`src/rtl/uart_rx_frame_if.sv`:
```
// Receive-side UART bundle: serial line and baud-pulse inputs plus the byte-level results.
// The receiver uses the master modport; the consumer/stimulus side uses slave.
interface uart_rx_frame_if #(
  parameter int DATA_BITS = 8
);
  logic                 rx;
  logic                 pulse_rx;
  logic                 rx_val;
  logic [DATA_BITS-1:0] data_out;
  logic                 data_valid;
  logic                 frame_err;
  logic                 parity_err;

  modport master (
    input  rx,
    input  pulse_rx,
    output rx_val,
    output data_out,
    output data_valid,
    output frame_err,
    output parity_err
  );

  modport slave (
    output rx,
    output pulse_rx,
    input  rx_val,
    input  data_out,
    input  data_valid,
    input  frame_err,
    input  parity_err
  );
endinterface

```
`src/rtl/uart_rx_frame.sv`:
```
// UART frame receiver driven by the baud generator's pulse_rx stream; delivers one byte per frame.
// Define UART_PARITY_EN to add a parity bit between data and stop (parity_err is tied 0 otherwise).
module uart_rx_frame #(
  parameter int DATA_BITS     = 8,
  parameter int PARITY_ODD    = 0,
  parameter int PULSE_TIMEOUT = 2000
) (
  input  logic            clk,
  input  logic            rst_n,
  uart_rx_frame_if.master bus
);

  localparam int CNT_W = $clog2(DATA_BITS + 1);
  localparam int TMO_W = $clog2(PULSE_TIMEOUT + 1);
  localparam logic [CNT_W-1:0] LAST_BIT = CNT_W'(DATA_BITS - 1);
  localparam logic [TMO_W-1:0] TMO_LAST = TMO_W'(PULSE_TIMEOUT - 1);

  if (DATA_BITS < 5 || DATA_BITS > 8) begin : g_bad_data_bits
    $error("uart_rx_frame: DATA_BITS must be 5..8");
  end
  if (PARITY_ODD != 0 && PARITY_ODD != 1) begin : g_bad_parity_odd
    $error("uart_rx_frame: PARITY_ODD must be 0 or 1");
  end

  typedef enum logic [2:0] {
    IDLE,
    START,
    DATA,
    PARITY,
    STOP
  } state_t;

  state_t               state;
  logic                 rx_meta;
  logic                 rx_s;
  logic                 rx_q;
  logic                 pulse_q;
  logic [DATA_BITS-1:0] shift;
  logic [CNT_W-1:0]     bit_cnt;
  logic [TMO_W-1:0]     tmo_cnt;
  logic                 rx_val_r;
  logic [DATA_BITS-1:0] data_r;
  logic                 valid_r;
  logic                 ferr_r;
  logic                 fall;
  logic                 pedge;
  logic                 tmo_hit;

  // rx is asynchronous; the extra rx_q stage gives a clean one-cycle falling-edge detect
  always_ff @(posedge clk or negedge rst_n) begin
    if (!rst_n) begin
      rx_meta <= 1'b1;
      rx_s    <= 1'b1;
      rx_q    <= 1'b1;
      pulse_q <= 1'b0;
    end else begin
      rx_meta <= bus.rx;
      rx_s    <= rx_meta;
      rx_q    <= rx_s;
      pulse_q <= bus.pulse_rx;
    end
  end

  assign fall    = rx_q & ~rx_s;
  assign pedge   = bus.pulse_rx & ~pulse_q;
  assign tmo_hit = (state != IDLE) && !pedge && (tmo_cnt == TMO_LAST);

`ifdef UART_PARITY_EN
  localparam logic PAR_ODD_BIT = 1'(PARITY_ODD);
  logic par_bit;
  logic perr_r;
`endif

  // A pedge always wins over an expiring timeout because tmo_hit already excludes it
  always_ff @(posedge clk or negedge rst_n) begin
    if (!rst_n) begin
      state    <= IDLE;
      shift    <= '0;
      bit_cnt  <= '0;
      tmo_cnt  <= '0;
      rx_val_r <= 1'b0;
      data_r   <= '0;
      valid_r  <= 1'b0;
      ferr_r   <= 1'b0;
`ifdef UART_PARITY_EN
      par_bit  <= 1'b0;
      perr_r   <= 1'b0;
`endif
    end else begin
      valid_r <= 1'b0;
      ferr_r  <= 1'b0;
`ifdef UART_PARITY_EN
      perr_r  <= 1'b0;
`endif
      if (state == IDLE || pedge) begin
        tmo_cnt <= '0;
      end else begin
        tmo_cnt <= tmo_cnt + TMO_W'(1);
      end

      if (tmo_hit) begin
        state    <= IDLE;
        rx_val_r <= 1'b0;
      end else begin
        case (state)
          IDLE: begin
            if (fall) begin
              state    <= START;
              rx_val_r <= 1'b1;
            end
          end
          START: begin
            if (pedge) begin
              if (rx_s) begin
                state    <= IDLE;
                rx_val_r <= 1'b0;
              end else begin
                state   <= DATA;
                bit_cnt <= '0;
              end
            end
          end
          DATA: begin
            if (pedge) begin
              shift   <= {rx_s, shift[DATA_BITS-1:1]};
              bit_cnt <= bit_cnt + CNT_W'(1);
              if (bit_cnt == LAST_BIT) begin
`ifdef UART_PARITY_EN
                state <= PARITY;
`else
                state <= STOP;
`endif
              end
            end
          end
`ifdef UART_PARITY_EN
          PARITY: begin
            if (pedge) begin
              par_bit <= rx_s;
              state   <= STOP;
            end
          end
`endif
          STOP: begin
            if (pedge) begin
              data_r   <= shift;
              valid_r  <= 1'b1;
              ferr_r   <= ~rx_s;
              rx_val_r <= 1'b0;
              state    <= IDLE;
`ifdef UART_PARITY_EN
              perr_r   <= (^shift) ^ par_bit ^ PAR_ODD_BIT;
`endif
            end
          end
          default: begin
            state    <= IDLE;
            rx_val_r <= 1'b0;
          end
        endcase
      end
    end
  end

  assign bus.rx_val     = rx_val_r;
  assign bus.data_out   = data_r;
  assign bus.data_valid = valid_r;
  assign bus.frame_err  = ferr_r;
`ifdef UART_PARITY_EN
  assign bus.parity_err = perr_r;
`else
  assign bus.parity_err = 1'b0;
`endif

endmodule

```
`src/flat_wrapper.sv`:
```
// flat-port wrapper written by rule: the top's interface ports become plain ports
module uart_rx_frame_flat 
#(
  parameter int DATA_BITS     = 8,
  parameter int PARITY_ODD    = 0,
  parameter int PULSE_TIMEOUT = 2000
)
  (clk, rst_n, bus_rx, bus_pulse_rx, bus_rx_val, bus_data_out, bus_data_valid, bus_frame_err, bus_parity_err);
  uart_rx_frame_if #(.DATA_BITS(DATA_BITS)) bus_i ();
  input  logic clk;
  input  logic rst_n;
  input wire logic [$bits(bus_i.rx)-1:0] bus_rx;
  input wire logic [$bits(bus_i.pulse_rx)-1:0] bus_pulse_rx;
  output wire logic [$bits(bus_i.rx_val)-1:0] bus_rx_val;
  output wire logic [$bits(bus_i.data_out)-1:0] bus_data_out;
  output wire logic [$bits(bus_i.data_valid)-1:0] bus_data_valid;
  output wire logic [$bits(bus_i.frame_err)-1:0] bus_frame_err;
  output wire logic [$bits(bus_i.parity_err)-1:0] bus_parity_err;
  assign bus_i.rx = bus_rx;
  assign bus_i.pulse_rx = bus_pulse_rx;
  assign bus_rx_val = bus_i.rx_val;
  assign bus_data_out = bus_i.data_out;
  assign bus_data_valid = bus_i.data_valid;
  assign bus_frame_err = bus_i.frame_err;
  assign bus_parity_err = bus_i.parity_err;
  uart_rx_frame #(.DATA_BITS(DATA_BITS), .PARITY_ODD(PARITY_ODD), .PULSE_TIMEOUT(PULSE_TIMEOUT)) u_core (.clk(clk), .rst_n(rst_n), .bus(bus_i));
endmodule
```
`config.mk`:
```
export PLATFORM = sky130hd
export DESIGN_NAME = uart_rx_frame_flat
export DESIGN_NICKNAME = d
export VERILOG_FILES = /design/src/rtl/uart_rx_frame_if.sv /design/src/rtl/uart_rx_frame.sv /design/src/flat_wrapper.sv
export SDC_FILE = /design/constraint.sdc
export NUM_CORES = 1
export LEC_CHECK = 0
export ABC_AREA = 0
export CORE_MARGIN = 2
export CORE_UTILIZATION = 40
export DETAILED_ROUTE_END_ITERATION = 12
export HOLD_SLACK_MARGIN = 0.02
export SLEW_MARGIN = 20
export SYNTH_ARGS = -nofsm -noshare
export SYNTH_HDL_FRONTEND = slang
export SYNTH_SLANG_ARGS = --single-unit
```
`constraint.sdc`:
```
create_clock -name clk -period 2.2 [get_ports clk]
set_clock_uncertainty 0.15 [all_clocks]
set_input_delay 0.22 -clock clk [delete_from_list [all_inputs] [get_ports clk]]
set_output_delay 0.22 -clock clk [all_outputs]
set_load 0.02 [all_outputs]
```
Word-level counts from Yosys, hierarchy flattened
Cells that the tools add are included.

storage, ports and cells
  bits in registers = 41
  output and inout bits = 12
  logic and storage cells = 71

operators by class
  $add $sub $neg = 2
  equality and inequality tests = 15
  multiplexer cells = 25
  bitwise gates (word level) = 5
  reductions and logical operators = 12

operator list
  operator                 number
  $mux W3                  6
  $ne A3 B1 Y1 const B     6
  $reduce_and A5 Y1        3
  $mux W4                  3
  $pmux W3 S4              1
  $add A11 B1 Y11 const B  1
  $eq A11 B11 Y1 const B   1
  $mux W1                  11
  $mux W11                 1
  $pmux W4 S2              1
  $ne A2 B1 Y1 const B     3
  $reduce_and A3 Y1        2
  $add A4 B1 Y4 const B    1
  $eq A4 B3 Y1 const B     1
  $pmux W1 S4              1
  $eq A3 B1 Y1 const B     1
  $eq A3 B2 Y1 const B     1
  $eq A3 B3 Y1 const B     1
  $logic_not A3 Y1         1
  $not A1 Y1               3
  $reduce_bool A3 Y1       1
  $and A1 B1 Y1            2
  $logic_and A1 B1 Y1      2
  $mux W2                  1
  other kinds (4)          4

Depth between registers and ports, before layout
  word-level depth = 7
  gate-level depth with buffers = 6

Worst setup path after synthesis
No wires, ideal clock.

  path kind = reg2reg
  start point = register u_core.tmo_cnt[5]
  end point = register u_core.state[1]
  library setup time = 0.135 ns
  arrival time = 1.401 ns
  data required time = 1.915 ns
  path slack = 0.514 ns
  stages on the path, launching flop included = 5
  period minus slack after synthesis = 1.686 ns
  cells stage by stage = dfrtp_1 -> or3b_2 -> or3_1 -> o32ai_1 -> mux2i_1

on the way
  longest elaborated chain between the ends = 4

ends and longest elaborated chain
  what                                RTL line              RTL
  start: declaration                  uart_rx_frame.sv:40   logic [TMO_W-1:0] tmo_cnt;
  start signal: assignment            uart_rx_frame.sv:98   tmo_cnt <= tmo_cnt + TMO_W'(1);
  $eq A11 B11 Y1 (*)                  uart_rx_frame.sv:66   assign tmo_hit = (state != IDLE) && !pedge && (tmo_cnt == TMO_LAST);
  $logic_and A1 B1 Y1 (*)             uart_rx_frame.sv:66
  $ne A3 B1 Y1 (no source line)       -
  $reduce_and A5 Y1 (no source line)  -
  end signal: assignment              uart_rx_frame.sv:77   state <= IDLE;
  end signal: assignment              uart_rx_frame.sv:102  state <= IDLE;
  end signal: assignment              uart_rx_frame.sv:108  state <= START;
  end: declaration                    uart_rx_frame.sv:33   state_t state;

Mark *: on every way between the ends. The rest lies on a longest branch, timed or not.
A chain may end at the register's enable or synchronous reset.

Worst setup path after layout
  start point = register u_core.tmo_cnt[5]
  end point = register u_core.state[0]

Same word-level chain as after synthesis.

==> impl_metrics.csv <==
group,metric,value,unit
cells_and_area,num-fill-cells,401,
synthesis,synth_nets,168,
worst_setup_path,timing.critical_path.to_type,"register",
drt,remaining_design_rule_violation_count,0,
synthesis,synthesis.area,1763,sq um
synthesis,ff_latch_count_synth,41,
synthesis,synth.yosys.seq_area_share,58.41,%
sta,fmaxAchievable,0.5432,GHz
placement,finalWeightedCongestion,0.7522,
worst_setup_path,timing.reg2reg.setup_slack,360,ps
power,ir_worst_vdd,402.9,uV
global_route,number_of_antenna_violations_at_the_first_check_in_global_routing,0,
worst_setup_path,timing.reg2reg.worst_path_depth,4,
sta,final-max-slew-violation-count,0,
cells_and_area,layout_commonest_cell,"sky130_fd_sc_hd__dfrtp_1",
global_route,overflow,0,
sta,final.setup.tns,0,ps
die,floorplan.rows,24,
clock_tree,tritoncts,"done",
clock_tree,numCtsBuffers,5,
clock_tree,clock_tree.buffer_depth,2,
hold_path,hold_path_depth,1,
synthesis,synth_cells,162,
sta,rsz_0062_raised_after_global_routing,"false",
hold_path,hold_end,"u_core.rx_meta",
worst_setup_path,worst_r2r_endpoint,"u_core.state[0]",
global_route,grt_util_all_layers,14.85,%
placement,place.port_buffers,14,
global_route,maximum_number_of_pins_on_one_net_before_global_route_repair,20,
sta,timing.final.setup_violations,0,
clock_tree,cts_root_buf,"sky130_fd_sc_hd__clkbuf_8",
drt,routed_wire_length_per_instance,13.93,um
worst_setup_path,cp.required,2230,ps
die,die_x,70.39,um
drt,detailedRoute.firstPassIterationCount,4,
placement,dpl-instance-area,1954,sq um
clock_tree,postCtsResizedCells,0,
power,power_per_cell_area,884.6,nW/um^2
outcome,run_status,"finished, final reports clean",
synthesis,yosys.cell_types.count,37,
worst_setup_path,startpoint_type_of_the_worst_setup_path,"register",
power,power_leakage,0.9569,nW
die,start_util,41.05,%
power,p_total,1.839,mW
die,core-area,4294,sq um
clock_tree,clk_latency,300,ps
drt,antenna_left,0,
die,boundaryPins,16,
sta,timing.final.hold_violations,0,
clock_tree,clk_transition_reported_paths,80,ps
worst_setup_path,worst_r2r_startpoint,"u_core.tmo_cnt[5]",
hold_path,worstHoldStart,"bus_rx",
cells_and_area,sequential_cell_area,1030,sq um
worst_setup_path,criticalPathCategory,"reg2reg",
drt,detailroute.via_count,1187,
clock_tree,cts_htree_levels,2,
drt,drt_iter0_markers,25,
global_route,first_pass_grt_wire_length,5768,um
drt,wl_met1,1530,um
cells_and_area,share_of_final_layout_standard_cells_stronger_than_drive_strength_1,15.22,%
worst_setup_path,crit_path_max_fanout,5,
synthesis,syn-mean-instance-area,10.88,sq um
hold_path,min-delay-path-class,"in2reg",
drt,routed-wl-met2,1592,um
sta,timing.final.crit_period,1841,ps
global_route,grt_pass1_vias,1218,
die,die_h,70.39,um
cells_and_area,syn_to_final_growth,17.96,%
cells_and_area,multiInputGateArea,679.4,sq um
drt,routed_wirelength,3288,um
drt,drt-vias-per-instance,5.030,
placement,dpl.hpwl,2334,um
die,floorplan.die_area,4954,sq um
worst_setup_path,arrival,1870,ps
cells_and_area,antenna_cells,0,
sta,final_min_period_over_clock_period,83.68,%
cells_and_area,design_area,2079,sq um
clock_tree,numClockSinks,41,
drt,dr.max_layer_used,"met4",
flow_run,cap_violations,0,
synthesis,yosys_warnings,0,
cells_and_area,layout_common_cells,"sky130_fd_sc_hd__dfrtp_1, sky130_fd_sc_hd__nand2_1, sky130_fd_sc_hd__nor2_1",
cells_and_area,fin_nets,189,
drt,met3_wirelength,107,um
==> through the flow <==
stage          setup slack [ps]  util, %  std cells  hold WS, ps
2_1_floorplan             513.6        -        162       -225.6
3_3_place_gp              245.8    45.51        227       -13.65
3_5_place_dp              210.6    45.51        227       -12.98
4_1_cts                   352.7    48.43        236        176.9
5_1_grt                   275.0    48.43        236        171.8
6_report                  359.0    48.43        236        178.2
==> cells by family (layout without fill, tap and decap cells) <==
group | Yosys count | count (layout) | share of synthesized area [%]
other | 1 | 1 | 0.2127
adder cells (fa/ha/maj) | 2 | 2 | 1.419
multiplexers | 9 | 9 | 5.678
AND/OR/NAND/NOR | 77 | 77 | 21.08
flip-flops | 41 | 41 | 58.41
AO/OA/AOI/OAI | 15 | 15 | 5.679
XOR/XNOR | 9 | 9 | 4.471
buffers and inverters | 8 | 30 | 3.051
==> worst max-delay path by stage <==
stage,from,to,depth (start not counted)
floorplan,u_core.tmo_cnt[5],u_core.state[1],4
global placement,bus_pulse_rx,u_core.bus.data_out[2],4
CTS,u_core.tmo_cnt[5],u_core.state[0],4
detailed placement,bus_pulse_rx,u_core.bus.data_out[4],4
global route,u_core.state[0],u_core.bit_cnt[2],4
finish,u_core.tmo_cnt[5],u_core.state[0],4
==> synth_stat cells, drive strengths merged <==
cell type  count  area share, %
dfrtp         38             54
nand2         33            7.0
nor2          15            3.6
mux2           8            5.1
buf            5            2.4
o21ai          5            1.4
xor2           5            2.5
nor3           4            1.1
or3            4            1.4
xnor2          4            2.0
and3           3            1.1
dfstp          3            4.5
nand2b         3            1.1
nand3          3           0.85
nand4          3            1.1
nor3b          3            1.3
or3b           3            1.5
a21oi          2           0.57
and2           2           0.71
ha             2            1.4
inv            2           0.43
a211o          1           0.50
a211oi         1           0.43
a22o           1           0.50
a311oi         1           0.50
a31oi          1           0.36
clkbuf         1           0.21
conb           1           0.21
mux2i          1           0.57
nor2b          1           0.36
o31a           1           0.50
o31ai          1           0.43
o32ai          1           0.50
==> per-layer routing <==
metal	vias to the layer above	global-route usage (%)
met4	0	5.769
met2	14	22.75
met5	-	0
met3	6	4.762
met1	586	19.55
li1	581	-
==> power breakdown <==
group          total [mW]  switching [mW]  leakage [nW]  internal [mW]
clock network       0.615           0.275        0.0543          0.340
logic               0.288           0.159         0.353          0.129
registers           0.936          0.0896         0.549          0.847
==> registers in the layout, indices dropped and copies added, names as in the netlist <==
name                   cells
u_core.bus.rx_val          1
u_core.bus.frame_err       1
u_core.rx_q                1
u_core.tmo_cnt            11
u_core.rx_s                1
u_core.state               3
u_core.bit_cnt             4
u_core.rx_meta             1
u_core.bus.data_out        8
u_core.pulse_q             1
u_core.bus.data_valid      1
u_core.shift               8
==> critical path: stages (launching register included) <==
cell and delay, ps:
sky130_fd_sc_hd__dfrtp_1 440, sky130_fd_sc_hd__or3b_2 500, sky130_fd_sc_hd__or3_1 360, sky130_fd_sc_hd__a31oi_1 210
sky130_fd_sc_hd__nor3_1 70
==> repair_timing <==
action | CTS | global route
hold buffers | 1 | 0
endpoints found under the hold margin | 22 | 0
setup endpoints to repair | 0 | 0
buffers inserted | 0 | 0
==> final cells by class <==
cell class,instances,area share [%]
Clock inverter,3,2.226
Timing Repair Buffer,20,8.785
Multi-Input combinational cell,113,32.67
Inverter,2,0.3610
Clock buffer,5,3.309
Sequential cell,41,49.52
Tap cell,52,3.129
Note: power is estimated with default switching activity, not from simulation.
==> edit 1, RTL diff (same flow settings) <==
Build with the macro `UART_PARITY_EN` defined.
--- a/src/rtl/uart_rx_frame.sv
+++ b/src/rtl/uart_rx_frame.sv
@@ -1,5 +1,7 @@
 // UART frame receiver driven by the baud generator's pulse_rx stream; delivers one byte per frame.
 // Define UART_PARITY_EN to add a parity bit between data and stop (parity_err is tied 0 otherwise).
+`define UART_PARITY_EN
+
 module uart_rx_frame #(
   parameter int DATA_BITS     = 8,
   parameter int PARITY_ODD    = 0,
Behaviour: same outputs for any inputs over 10 cycles, from zero or initial values and one cycle with rst_n low; that may be too few to reach the edited logic, so the function may still have changed.
==> edit 1 against the original RTL <==
Synthesized area rose by 12%; setup slack improved by 0.13 ns; wire length rose by 7.8%; non-clock buffer count did not move; sequential cell count rose by 2; cell area rose by 12%; critical path depth did not move; critical path type unchanged.
Power is not compared: it rests on default switching activity, and its combinational part moved more than twofold at a synthesized area within 25%.
==> edit 1: results (changes against the original RTL) <==
Worst setup path
The biggest fanout along the worst timing path is 11 (+6). The end of the worst register-to-register path is u_core.bit_cnt[2]$_DFFE_PN0P_. The most critical setup path has its startpoint at u_core.state[0]$_DFFE_PN0P_. The start of the worst register-to-register path is u_core.state[0]$_DFFE_PN0P_. The worst setup path is captured at a register. The setup slack of the most critical reg-to-reg path is 0.49 ns (+0.13 ns). The arrival time at the worst endpoint came to 1.73 ns (-0.14 ns).

Drt
The total length of routed wires is 3543 um (+7.8%). The DRC violation total after the first TritonRoute iteration came to 70 (+180%). The average via count per standard cell came to 5.106 (+1.5%).

The detailed-routing iteration count for the pre-antenna-repair pass is 4 (unchanged). The per-cell routed wire length is 13.95 um (+0.12%).

Status
The run finished with clean final reports.

Final layout
The share of layout cells above drive strength 1 came to 21.39% (+6.2 points). The number of inserted diodes came to 0 (unchanged). The number of nets at the end of the flow is 192 (+1.6%). The layout filler cell count is 442 (+10%). The flip-flop count of the largest register, all copies and words added is 11 (unchanged). The register containing the most flip-flops in the final layout is u_core.tmo_cnt.

Clock network
The clock network latency to the later pin of the worst-skew pair is 0.29 ns. The H-tree depth reported by CTS is 2 (unchanged). The clock tree root buffer cell is clkbuf_8. The CTS buffer count is 5 (unchanged). The total setup buffers inserted after CTS was 0 (unchanged).

Synthesis
The net count of the mapped netlist is 171 (+1.8%). The register area share after synthesis is 54.69% (-3.7 points). The per-instance average area after synthesis is 11.97 um^2 (+10%). The adder and majority cell fraction of the synthesized area is 1.267% (-0.15 points).

Ranked by instance count, the synthesized netlist is headed by 40 x dfrtp_1, 17 x mux2_2, 12 x nor2_1. The xor/xnor share of the synthesized area is 7.795% (+3.3 points). The portion of netlist area occupied by mux cells is 9.696% (+4.0 points).

Ranked by total cell area, the synthesized netlist is headed by dfrtp_1 51%, mux2_2 9.7%, xnor2_1 4.9%, dfstp_2 4.0%, nand3_1 2.3%. The distinct cell type count of the synthesized netlist is 40 (+8.1%). The post-synthesis async set-or-reset flop share is 100.0% (unchanged). The area fraction in compound gates after synthesis is 7.668% (+2.0 points).

Placed design
The standard cell area after detailed placement was 2195 um^2 (+12%). The number of placed cells counting well taps is 245 (+7.9%). The count of buffers inserted at the top-level ports is 15 (+1). The routability-driven placement congestion ratio came to 0.9058 (+20%). The worst slack at placement is 0.3065 ns (+0.09583 ns). The placed wire-length estimate was 2391 um (+2.4%).

Global routing
The number of global-route vias before repair is 1,340 (+10%). The total global-route track usage is 14.52% (-0.33 points). The largest net degree at the start of global routing is 44 (+120%). The global-route wire length before repair is 6154 um (+6.7%).

The number of antenna violations at the first check in global routing is 0 (unchanged).

Worst hold path
The end point of the most critical hold path is u_core.rx_meta$_DFF_PN1_.

Timing
The shortest clock period the worst path allows after layout came to 1.711 ns (-0.1301 ns). The transition time at the pin with the least slew margin is 0.5302 ns. The tightest hold margin is 0.1758 ns (-0.002365 ns).

Power and ir drop
The leakage power summed over all cells is 0.001016 uW. IR analysis of the VDD net gives a maximum drop of 0.8447 mV.
edit 1: kinds of logic after synthesis:
| kind of cell | Yosys count |
|---|---|
| adders and majority gates | 2 |
| buffers and inverters | 9 |
| and+or+nand+nor | 56 |
| xor gates and xnor gates | 16 |
| AOI/OAI and AO/OA | 22 |
| muxes | 17 |
| DFF | 43 |
edit 1: timing repair:
| item | 4_1_cts | 5_1_grt |
|---|---|---|
| hold buffers | 1 | 0 |
| endpoints found under the hold margin | 40 | 0 |
| gates resized for setup | 0 | 0 |
edit 1: power by group through the flow:
stage / sequential (uW) / clock, uW / combinational [uW]
2_1_floorplan: 1120 / 0 / 732
3_3_place_gp: 1170 / 0 / 849
3_5_place_dp: 1180 / 0 / 871
4_1_cts: 1170 / 653 / 880
5_1_grt: 1210 / 683 / 952
6_report: 1170 / 638 / 865
edit 1: final cells by class:
cell class / instances / area, um^2 / area share [%]
Timing Repair Buffer: 20 / 185.2 / 7.974
Tap cell: 67 / 83.83 / 3.610
Inverter: 3 / 11.26 / 0.4849
Multi-Input combinational cell: 113 / 844.6 / 36.37
Sequential cell: 43 / 1080 / 46.50
Clock inverter: 2 / 35.03 / 1.509
Clock buffer: 6 / 82.58 / 3.556
edit 1: routing by layer:
layer	global-route usage, %	part of all wire [%]	vias up
li1	-	-	627
met1	19.27	48	638
met2	23.51	48	26
met3	2.846	2.8	6
met4	5.952	1.5	0
met5	0	0	-
edit 1: worst max-delay path, stage by stage, from the launching register on:
cell	delay [ns]
dfrtp_1	0.58
nor3b_1	0.35
o211ai_1	0.21
o21ai_0	0.20
o21ai_0	0.10
==> edit 2, RTL diff (same settings) <==
Without the edit above. The 5 states of `state_t` get a one-hot encoding in 5 bits.
--- a/src/rtl/uart_rx_frame.sv
+++ b/src/rtl/uart_rx_frame.sv
@@ -22,12 +22,12 @@
     $error("uart_rx_frame: PARITY_ODD must be 0 or 1");
   end
 
-  typedef enum logic [2:0] {
-    IDLE,
-    START,
-    DATA,
-    PARITY,
-    STOP
+  typedef enum logic [4:0] {
+    IDLE   = 5'b00001,
+    START  = 5'b00010,
+    DATA   = 5'b00100,
+    PARITY = 5'b01000,
+    STOP   = 5'b10000
   } state_t;
 
   state_t               state;
Behaviour: no difference found for any inputs over 10 cycles, from zero or initial values and one cycle with rst_n low; not proved beyond that.
==> edit 2 against the original RTL <==
Synthesized area grew 6.3%; setup slack worse by 0.12 ns; sequential cell count grew 1; maximum frequency decreased by 6.2%; total power increased by 3.3%; hold slack improved by 0.017 ns; cell area up 5.4%; wire length shrank 1.5%; non-clock buffer count unchanged; highest routed layer unchanged.
==> edit 2: results (changes against the original RTL) <==
Status
The flow ran to the end, and the final reports show no timing, DRC or antenna violations.

Placed design
The placed wire-length estimate is 2349 um (+0.64%). The routability-driven placement congestion ratio is 0.7805 (+3.8%). The worst slack at placement came to 0.09335 ns (-0.1173 ns). The number of placed cells counting well taps is 214 (-5.7%). The standard cell area after detailed placement came to 2073 um^2 (+6.1%).

Drt
The detailed-routing wirelength on met1 is 1401 um (-8.4%). The met2 wire length was 1609 um (+1.1%). The DRC violation total after the first TritonRoute iteration was 40 (+60%). The total via count after detailed routing is 1,204 (+1.4%). The met3 layer wire length in the routed design is 149 um (+39%). The total length of routed wires is 3238 um (-1.5%).

Worst setup path
The delay of the slowest cell on the worst path is 0.52 ns (+0.02 ns). On the critical path, the stage with the largest delay is an instance of dfrtp_1. The dominant delay contributor by cell family on the critical path is flip-flops.

The arrival time at the worst endpoint is 2.00 ns (+0.13 ns). The biggest fanout along the worst timing path came to 8 (+3).

Power and ir drop
The switching fraction of total power came to 28.24% (-0.27 points). The relative contribution of the clock network to total power was 31.2% (-2.2 points). The power attributed to sequential cells is 935 uW (about the same).

The overall power after layout is 1900 uW (+3.3%). The worst voltage drop across the vdd grid is 0.4632 mV (+15%). The leakage power summed over all cells came to 0.001021 uW (+6.7%).

Clock network
The total of hold buffers inserted after clock tree synthesis is 1 (unchanged).

Timing
The setup slack after layout is 0.2365 ns (-0.1225 ns). The tightest hold margin is 0.1956 ns (+0.01741 ns).

Final layout
The layout filler cell count is 392 (-2.2%). The post-route non-filler standard cell count came to 223 (-5.5%). The share of layout cells above drive strength 1 is 27.49% (+12 points). The number of nets at the end of the flow is 176 (-6.9%). The sequential cell area was 1056 um^2 (+2.6%).

Synthesis
The net count of the mapped netlist was 153 (-8.9%). The synthesized instance count is 147 (-9.3%). The distinct cell type count of the synthesized netlist was 47 (+27%). The commonest cells after synthesis are 38 x dfrtp_1, 16 x mux2_2, 12 x nor2_1. The register area share after synthesis was 56.34% (-2.1 points).

Global routing
The largest net degree at the start of global routing is 19 (-5.0%). The total global-route track usage came to 14.06% (-0.79 points).
==> edit 2: cell types whose count changed in the layout (fill, tap and decap cells not counted), moves of 3 or more <==
cell and change:
nand2_1 -27, mux2_2 +8, nand4b_1 +3, nor3_1 -3, o21ai_0 +3
==> edit 2: kinds of logic after synthesis <==
| kind of cell | count (synthesis) | share of synthesized area [%] |
|---|---|---|
| adder cells (fa/ha/maj) | 2 | 1.335 |
| multiplexers | 17 | 10.41 |
| flip-flops | 42 | 56.34 |
| buffers and inverters | 6 | 2.470 |
| AND/OR/NAND/NOR | 50 | 17.96 |
| XOR/XNOR | 8 | 3.738 |
| AO/OA/AOI/OAI | 21 | 7.544 |
| other | 1 | 0.2001 |
==> edit 2: path summary, 6_finish.rpt <==
| check | depth (start not counted) | to | startpoint |
|---|---|---|---|
| setup reg to reg | 4 | u_core.bus.rx_val$_DFFE_PN0P_ | u_core.state[1]$_DFFE_PN0P_ |
| hold reg to reg | 0 | u_core.rx_s$_DFF_PN1_ | u_core.rx_meta$_DFF_PN1_ |
| setup / recovery | 4 | u_core.bus.rx_val$_DFFE_PN0P_ | u_core.state[1]$_DFFE_PN0P_ |
| hold / removal | 1 | u_core.rx_meta$_DFF_PN1_ | bus_rx |
| max in group asynchronous | 3 | u_core.rx_s$_DFF_PN1_ | rst_n |
| min in group asynchronous | 2 | u_core.tmo_cnt[0]$_DFF_PN0_ | rst_n |
==> edit 2: area by class of cell <==
cell class	count	area share (%)
repair buffers	20	8.333
clock buffers	5	3.139
clock inverters	3	1.826
multi-input cells	99	35.22
inverters	2	0.3425
well taps	52	2.968
flip-flops and latches	42	48.17
==> edit 2: routing by layer <==
metal  global-route usage (%)  up-vias
li1                         -      577
met1                    17.34      592
met2                    22.63       26
met3                    3.056        9
met4                    8.436        0
met5                        0        -
